--- config.mk ---
export PLATFORM = sky130hd
export DESIGN_NAME = ght_update_queue
export DESIGN_NICKNAME = d
export VERILOG_FILES = /design/src/rtl/ght_update_queue.sv
export SDC_FILE = /design/constraint.sdc
export NUM_CORES = 1
export LEC_CHECK = 0
export ABC_AREA = 1
export CORE_ASPECT_RATIO = 0.7
export CORE_MARGIN = 1
export CORE_UTILIZATION = 47
export CTS_CLUSTER_DIAMETER = 50
export CTS_CLUSTER_SIZE = 16
export DETAILED_ROUTE_END_ITERATION = 7
export DONT_BUFFER_PORTS = 1
export PLACE_DENSITY_LB_ADDON = 0.05
export SLEW_MARGIN = 10
export SYNTH_ARGS = -nofsm -noshare
export SYNTH_HDL_FRONTEND = slang
export SYNTH_SLANG_ARGS = --single-unit
--- constraint.sdc ---
create_clock -name clk -period 4 [get_ports clk]
set_input_delay 0.2 -clock clk [delete_from_list [all_inputs] [get_ports clk]]
set_output_delay 0.2 -clock clk [all_outputs]
set_load 0.01 [all_outputs]
--- src/rtl/ght_update_queue.sv ---
// GHT update queue: buffers retired branch outcomes and drains them into the two GHT write ports
// without bank conflicts. Define GHT_UPD_MERGE_EN to collapse back-to-back writes to the same index.
module ght_update_queue #(
  parameter int DEPTH       = 8,
  parameter int INIT_CYCLES = 32
) (
  input  logic        clk,
  input  logic        rst,
  input  logic        in0_vld,
  input  logic [15:0] in0_addr,
  input  logic        in0_val,
  input  logic        in1_vld,
  input  logic [15:0] in1_addr,
  input  logic        in1_val,
  output logic        in_rdy,
  output logic        write0_wen,
  output logic [15:0] write0_addr,
  output logic        write0_val,
  output logic        write1_wen,
  output logic [15:0] write1_addr,
  output logic        write1_val,
  output logic        busy,
  output logic [7:0]  drop_cnt
);
  localparam int AW = $clog2(DEPTH);
  localparam int CW = AW + 1;
  localparam int HW = $clog2(INIT_CYCLES + 1);

  logic [15:0]   addr_mem [DEPTH];
  logic          val_mem  [DEPTH];
  logic [AW-1:0] head, tail, head1;
  logic [CW-1:0] count, free;
  logic [HW-1:0] hold;
  logic [1:0]    npush, ndrop, npop;

  logic          iss0_vld_p0, iss1_vld_p0;
  logic [15:0]   iss0_addr_p0, iss1_addr_p0;
  logic          iss0_val_p0, iss1_val_p0;

  function automatic logic [2:0] bank(input logic [15:0] a);
    return {a[7:6], a[0]};
  endfunction

  function automatic logic [7:0] sat_add8(input logic [7:0] a, input logic [1:0] b);
    logic [8:0] s;
    s = {1'b0, a} + {7'b0, b};
    return s[8] ? 8'hFF : s[7:0];
  endfunction

  assign head1  = head + AW'(1);
  assign free   = CW'(DEPTH) - count;
  // Readiness is held low while reset is asserted so retire never sees a false accept.
  assign in_rdy = ~rst & (free >= CW'(2));
  assign npush  = in_rdy ? ({1'b0, in0_vld} + {1'b0, in1_vld}) : 2'd0;
  assign ndrop  = in_rdy ? 2'd0 : ({1'b0, in0_vld} + {1'b0, in1_vld});
  assign busy   = (count != '0) | (hold != '0) | write0_wen | write1_wen;

  // ---- stage p0: pick up to two conflict-free entries from the head ----
  always_comb begin
    iss0_vld_p0  = 1'b0;
    iss0_addr_p0 = '0;
    iss0_val_p0  = 1'b0;
    iss1_vld_p0  = 1'b0;
    iss1_addr_p0 = '0;
    iss1_val_p0  = 1'b0;
    npop         = 2'd0;
    if (hold == '0) begin
`ifdef GHT_UPD_MERGE_EN
      if (count >= CW'(2) && addr_mem[head] == addr_mem[head1]) begin
        iss0_vld_p0  = 1'b1;
        iss0_addr_p0 = addr_mem[head1];
        iss0_val_p0  = val_mem[head1];
        npop         = 2'd2;
      end else
`endif
      if (count >= CW'(1)) begin
        iss0_vld_p0  = 1'b1;
        iss0_addr_p0 = addr_mem[head];
        iss0_val_p0  = val_mem[head];
        npop         = 2'd1;
        if (count >= CW'(2) && bank(addr_mem[head]) != bank(addr_mem[head1])) begin
          iss1_vld_p0  = 1'b1;
          iss1_addr_p0 = addr_mem[head1];
          iss1_val_p0  = val_mem[head1];
          npop         = 2'd2;
        end
      end
    end
  end

  // ---- stage p1: registered pointers, counters and write-port outputs ----
  always_ff @(posedge clk) begin
    if (rst) begin
      head        <= '0;
      tail        <= '0;
      count       <= '0;
      hold        <= HW'(INIT_CYCLES);
      drop_cnt    <= '0;
      write0_wen  <= 1'b0;
      write0_addr <= '0;
      write0_val  <= 1'b0;
      write1_wen  <= 1'b0;
      write1_addr <= '0;
      write1_val  <= 1'b0;
    end else begin
      head        <= head + AW'(npop);
      tail        <= tail + AW'(npush);
      count       <= count + CW'(npush) - CW'(npop);
      if (hold != '0) hold <= hold - HW'(1);
      drop_cnt    <= sat_add8(drop_cnt, ndrop);
      write0_wen  <= iss0_vld_p0;
      write0_addr <= iss0_addr_p0;
      write0_val  <= iss0_val_p0;
      write1_wen  <= iss1_vld_p0;
      write1_addr <= iss1_addr_p0;
      write1_val  <= iss1_val_p0;
    end
  end

  // Entry storage carries no reset; validity is tracked solely by head/count.
  always_ff @(posedge clk) begin
    if (in_rdy) begin
      if (in0_vld) begin
        addr_mem[tail] <= in0_addr;
        val_mem[tail]  <= in0_val;
      end
      if (in1_vld) begin
        addr_mem[tail + AW'(in0_vld)] <= in1_addr;
        val_mem[tail + AW'(in0_vld)]  <= in1_val;
      end
    end
  end
endmodule

# Word level (Yosys, flattened, before mapping)

Memory sizes are Yosys's and may differ from the RTL's. A register that Yosys moved wholly into a read port is not among the register bits.
Cells that the tools add are included.

Memory bits (writable): 136
Memories kept: 2
Register bits: 58
Bits of input ports: 38

$add $sub $neg: 10
Bitwise gates (word level): 8
Reductions and logical operators: 7
$lt $le $gt $ge: 3
Mux-type cells: 15
Eq/ne operators: 1

Memories:

| name     | depth | bits a word | rd ports | clocked after Yosys merged registers in | wr ports | line | source |
|---|---|---|---|---|---|---|---|
| addr_mem | 8     | 16          | 2        | 1                                       | 2        | 29   | `logic [15:0] addr_mem [DEPTH];` |
| val_mem  | 8     | 1           | 2        | 2                                       | 2        | 30   | `logic val_mem [DEPTH];` |

Operator list:

| kind                                                                                 | number |
|---|---|
| 2-bit two-way mux                                                                    | 5 |
| 8-bit by 2-bit adder with 9-bit output                                               | 1 |
| 4-bit by 2-bit greater-or-equal comparator with 1-bit output (second input constant) | 2 |
| 1-bit two-way mux                                                                    | 8 |
| 8-bit two-way mux                                                                    | 1 |
| 3-bit by 2-bit adder with 3-bit output                                               | 2 |
| 6-bit logical NOT                                                                    | 1 |
| 6-bit nonzero test                                                                   | 1 |
| 6-bit by 1-bit subtractor with 6-bit output (second input constant)                  | 1 |
| 4-bit by 2-bit adder with 4-bit output                                               | 1 |
| 4-bit by 1-bit greater-or-equal comparator with 1-bit output (second input constant) | 1 |
| 1-bit NOT                                                                            | 4 |
| 4-bit nonzero test                                                                   | 1 |
| 4-bit OR reduction                                                                   | 1 |
| 4-bit by 2-bit subtractor with 4-bit output                                          | 1 |
| 4-bit subtractor (first input constant)                                              | 1 |
| 3-bit by 1-bit adder with 3-bit output                                               | 1 |
| 3-bit by 1-bit adder with 3-bit output (second input constant)                       | 1 |
| 3-bit two-way mux                                                                    | 1 |
| 3-bit != test                                                                        | 1 |
| 1-bit OR                                                                             | 3 |
| 3-bit OR reduction                                                                   | 1 |
| 1-bit by 1-bit adder with 2-bit output                                               | 1 |
| 2-bit OR reduction                                                                   | 1 |
| other kinds (2)                                                                      | 2 |

# Logic depth before layout (Yosys ltp)

An unclocked memory read counts as a cell.

Depth in word-level cells: 9
Mapped depth: 21

# Least setup slack after synthesis

OpenSTA, ideal clock, no wires.

Path type: reg-to-reg
Start: reg count[1]
End: reg drop_cnt[5]
Buffers on the path: 0
Library setup time: 0.057 ns
Setup slack: 0.931 ns
Stages on the path, launching flop included: 21
Arrival: 3.011 ns
Clock period less this slack: 3.069 ns
Cells stage by stage: dfxtp_1 > inv_1 > ha_1 > nor2_1 > o21ai_0 > a21oi_1 > nand3_1 > nand2_2 > inv_1 > nor2_1 > ha_1 > inv_1 > fa_1 > or2_2 > nor3b_1 > nand2_1 > nor2_1 > inv_1 > nand2_1 > o21ai_0 > inv_1

Cells in the longest elaborated chain, start to end: 6

RTL lines:

| element                                                      | line | source |
|---|---|---|
| from (decl)                                                  | 32   | `logic [CW-1:0] count, free;` |
| from (signal assigned)                                       | 108  | `count <= count + CW'(npush) - CW'(npop);` |
| 4-bit subtractor                                             | 51   | `assign free = CW'(DEPTH) - count;` |
| 4-bit by 2-bit greater-or-equal comparator with 1-bit output | 53   | `assign in_rdy = ~rst & (free >= CW'(2));` |
| 1-bit bitwise AND                                            | 53   |  |
| via in_rdy                                                   | 15   | `output logic in_rdy,` |
| 2-bit two-way mux                                            | 55   | `assign ndrop = in_rdy ? 2'd0 : ({1'b0, in0_vld} + {1'b0, in1_vld});` |
| 8-bit by 2-bit adder with 9-bit output                       | 46   | `s = {1'b0, a} + {7'b0, b};` |
| 8-bit two-way mux                                            | 47   | `return s[8] ? 8'hFF : s[7:0];` |
| to (signal assigned)                                         | 110  | `drop_cnt <= sat_add8(drop_cnt, ndrop);` |
| to (decl)                                                    | 23   | `output logic [7:0] drop_cnt` |

The timed path passes the listed nets, and every way through them passes these cells.
A chain may end at the register's enable or synchronous reset.

# Worst setup path in the final report

Ends and elaborated chain as after synthesis.

==> flow_summary.toml <==
[timing]
fin_crit_ns = 3.53
fin_setup_tns_ns = 0
finalSetupViolCount = 0
rsz0062_at_grt = "false"
period_share_pct = 88.1
relSlewSlack_pct = 50.2
fmax_mhz = 284
finalMaxSlewViolations = 0
tightest_slew_ns = 0.745
whs_ns = 0.0291
hold_violations = 0
fin_skew_ns = 0.0140

[route]
vias_per_cell = 5.70
dr.pass1.iters = 5
dr_wl_met2_um = 10500
wl_met3_um = 4940
drtIter0Drc = 1259
dr.max_layer_used = "met4"
drc = 0
m1WireLength_um = 17500
wl_per_cell_um = 21.0
ant_nets = 0
wirelength_um = 33200
via_count = 9029

[clocking]
post-cts-setup-buffers = 0
cts_buffers = 17
clock_sinks = 196
htreeDepth = 4
ctsLongestPathBuffers = 2
cts_tree = "done"
clkTransAtPathRegs_ns = 0.07
cts_root_buf = "clkbuf_16"
clk_latency_ns = 0.45

[yosys]
syn_area_mm2 = 0.0107
ys.warnings.count = 0
synth_top_area_share_pct = 38.3
synth_edf_count = 136
yosysMostFrequentCell = "o21ai_0"
ys_seq_area_share_pct = 49.6
syn_area_per_cell_um2 = 8.09
async_flop_share_pct = 0
syn-num-nets = 1380
synth_ff_type = "edfxtp_1"
synth_top_area_cell = "edfxtp_1"
ys_seq_elements = 196
synthTopCellsByCount = "285 x o21ai_0, 267 x nand2_1, 136 x edfxtp_1"
netlist_instances = 1318
yosysUniqueCellTypes = 36
synth_area_leaders = "edfxtp_1 38%, o21ai_0 13%, dfxtp_1 11%"

[job]
cap_viol_max_count = 0

[setup_path]
cp.required_ns = 4.40
arrival_ns = 3.92
cp-start-kind = "flop"
cp_max_fo = 5
crit_path_end_kind = "flop"
path_class = "flop to flop"

[power]
seqPwrFrac_pct = 42.5
p_switching_mw = 2.22
sw_frac_of_total_pct = 36.3
p_per_area_mw_per_mm2 = 530
p_int_mw = 3.88
p_clk_share_pct = 27.4
comb_power_share_pct = 30.1
peakVddDrop_mv = 0.339
p_leak_nw = 4.74

[finish]
multiInputGateArea_mm2 = 0.00443
stdcell_count = 1585
fillers = 2064
drive_gt1_share_pct = 6.07
areaGrowthSynthToFinish_pct = 8.03
final_nets = 1350
regArea_mm2 = 0.00529

[die]
rows = 45
die_area_mm2 = 0.0233
core_area_mm2 = 0.0220
initial_utilization_pct = 48.5
die_x_um = 182
ioPinCount = 84
die_h_um = 128

[place]
post-dp-hpwl_um = 23200
port_buffers = 0
dp.cells = 1533
gp_congestion = 0.912

[hold_path]
hold_path.class = "input port to flop"

[grt]
grt_pass1_vias = 7495
grt_pass1_wl_um = 49000
grtUsageTotal_pct = 29.3
grt_max_degree = 81
antenna_found_initial = 1
overflow = 0

[status]
status = "complete, no violations"
==> power groups by stage <==
| stage | clock network, mW | logic, mW | registers (mW) |
|---|---|---|---|
| after CTS | 1.70 | 1.79 | 2.59 |
| after detailed placement | 0 | 1.74 | 2.64 |
| after global routing | 1.77 | 2.06 | 2.62 |
| final | 1.67 | 1.83 | 2.59 |
| after floorplan | 0 | 1.29 | 2.60 |
| after global placement | 0 | 1.74 | 2.63 |
==> cells in the final DEF, fill, tap and decap left out, drive strengths merged <==
master,Yosys,routed
clkinvlp,0,3
nor3b,1,1
or2,3,3
nor3,2,2
nand2,276,276
o21a,13,13
edfxtp,136,136
inv,132,136
clkinv,1,7
nand3,53,53
bufinv,0,1
xnor2,4,4
o31ai,1,1
dlygate4sd3,0,18
fa,5,5
dfxtp,60,60
xor2,4,4
o21ai,287,287
nor2,100,100
a21oi,105,105
a211oi,1,1
diode,0,2
ha,19,19
o211ai,15,15
clkbuf,30,18
nand4,3,3
buf,64,27
a31oi,3,3
==> final timing paths <==
path,from,end,slack [ns],depth (start not counted)
max,count[1],drop_cnt[5],0.47,20
min reg2reg,hold[0],hold[0],0.46,1
max reg2reg,count[1],drop_cnt[5],0.47,20
min,in0_addr[0],addr_mem[6][0],0.03,2
==> layout make-up <==
class                           count  area share (%)
Timing Repair Buffer               45            3.33
Clock buffer                       18            3.73
Tap cell                          282            3.06
Antenna cell                        2          0.0435
Inverter                          133            4.34
Multi-Input combinational cell    895            38.4
Sequential cell                   196            45.9
Clock inverter                     14            1.12
==> stage by stage <==
stage / setup slack [ns] / cell area, µm² / total power, mW / util (%)
finish: 0.475 / 11500 / 6.10 / 52.4
global route: 0.00327 / 11500 / 6.45 / 52.4
CTS: 0.398 / 11500 / 6.07 / 52.4
detailed placement: 0.435 / 10800 / 4.37 / 49.0
global placement: 0.551 / 10800 / 4.37 / 49.0
floorplan: 0.931 / 10700 / 3.89 / -
==> cell families after synthesis <==
family / after synthesis / synth area share, %
XOR/XNOR: 8 / 0.904
AO/OA/AOI/OAI: 425 / 20.7
adder cells (fa/ha/maj): 24 / 3.17
flip-flops: 196 / 49.6
buffers and inverters: 227 / 8.90
AND/OR/NAND/NOR: 438 / 16.7
==> critical path, stage by stage, from the launching register on <==
cell and delay, ns:
dfxtp_1 0.41, inv_1 0.14, ha_1 0.29, nor2_1 0.08, o21ai_0 0.08, a21oi_1 0.13, nand3_1 0.13, nand2_2 0.15
inv_1 0.12, nor2_1 0.13, ha_1 0.18, inv_1 0.05, fa_1 0.37, or2_2 0.36, nor3b_1 0.31, nand2_1 0.11
nor2_2 0.16, inv_1 0.10, nand2_1 0.06, o21ai_0 0.06, inv_1 0.07
==> flip-flops by register name, summed over array words and instances, names as in the netlist <==
signal and cells:
drop_cnt 8, hold 6, count 4, head 3
val_mem 8, tail 3, addr_mem 128, write1_addr 16
write1_wen 1, write1_val 1, write0_val 1, write0_wen 1
write0_addr 16
==> routing by layer <==
metal  GRT usage, %  vias to the layer above
li1               -                     4359
met1           50.7                     4113
met2           31.2                      533
met4           5.24                        0
met5              0                        -
met3           11.6                       24
==> timing repair <==
item,4_1_cts,5_1_grt
gates resized for setup,0,1
hold buffers,18,0
endpoints found under the hold margin,145,0
setup endpoints to repair,0,2
No activity file was read; power rests on OpenSTA's default activity.
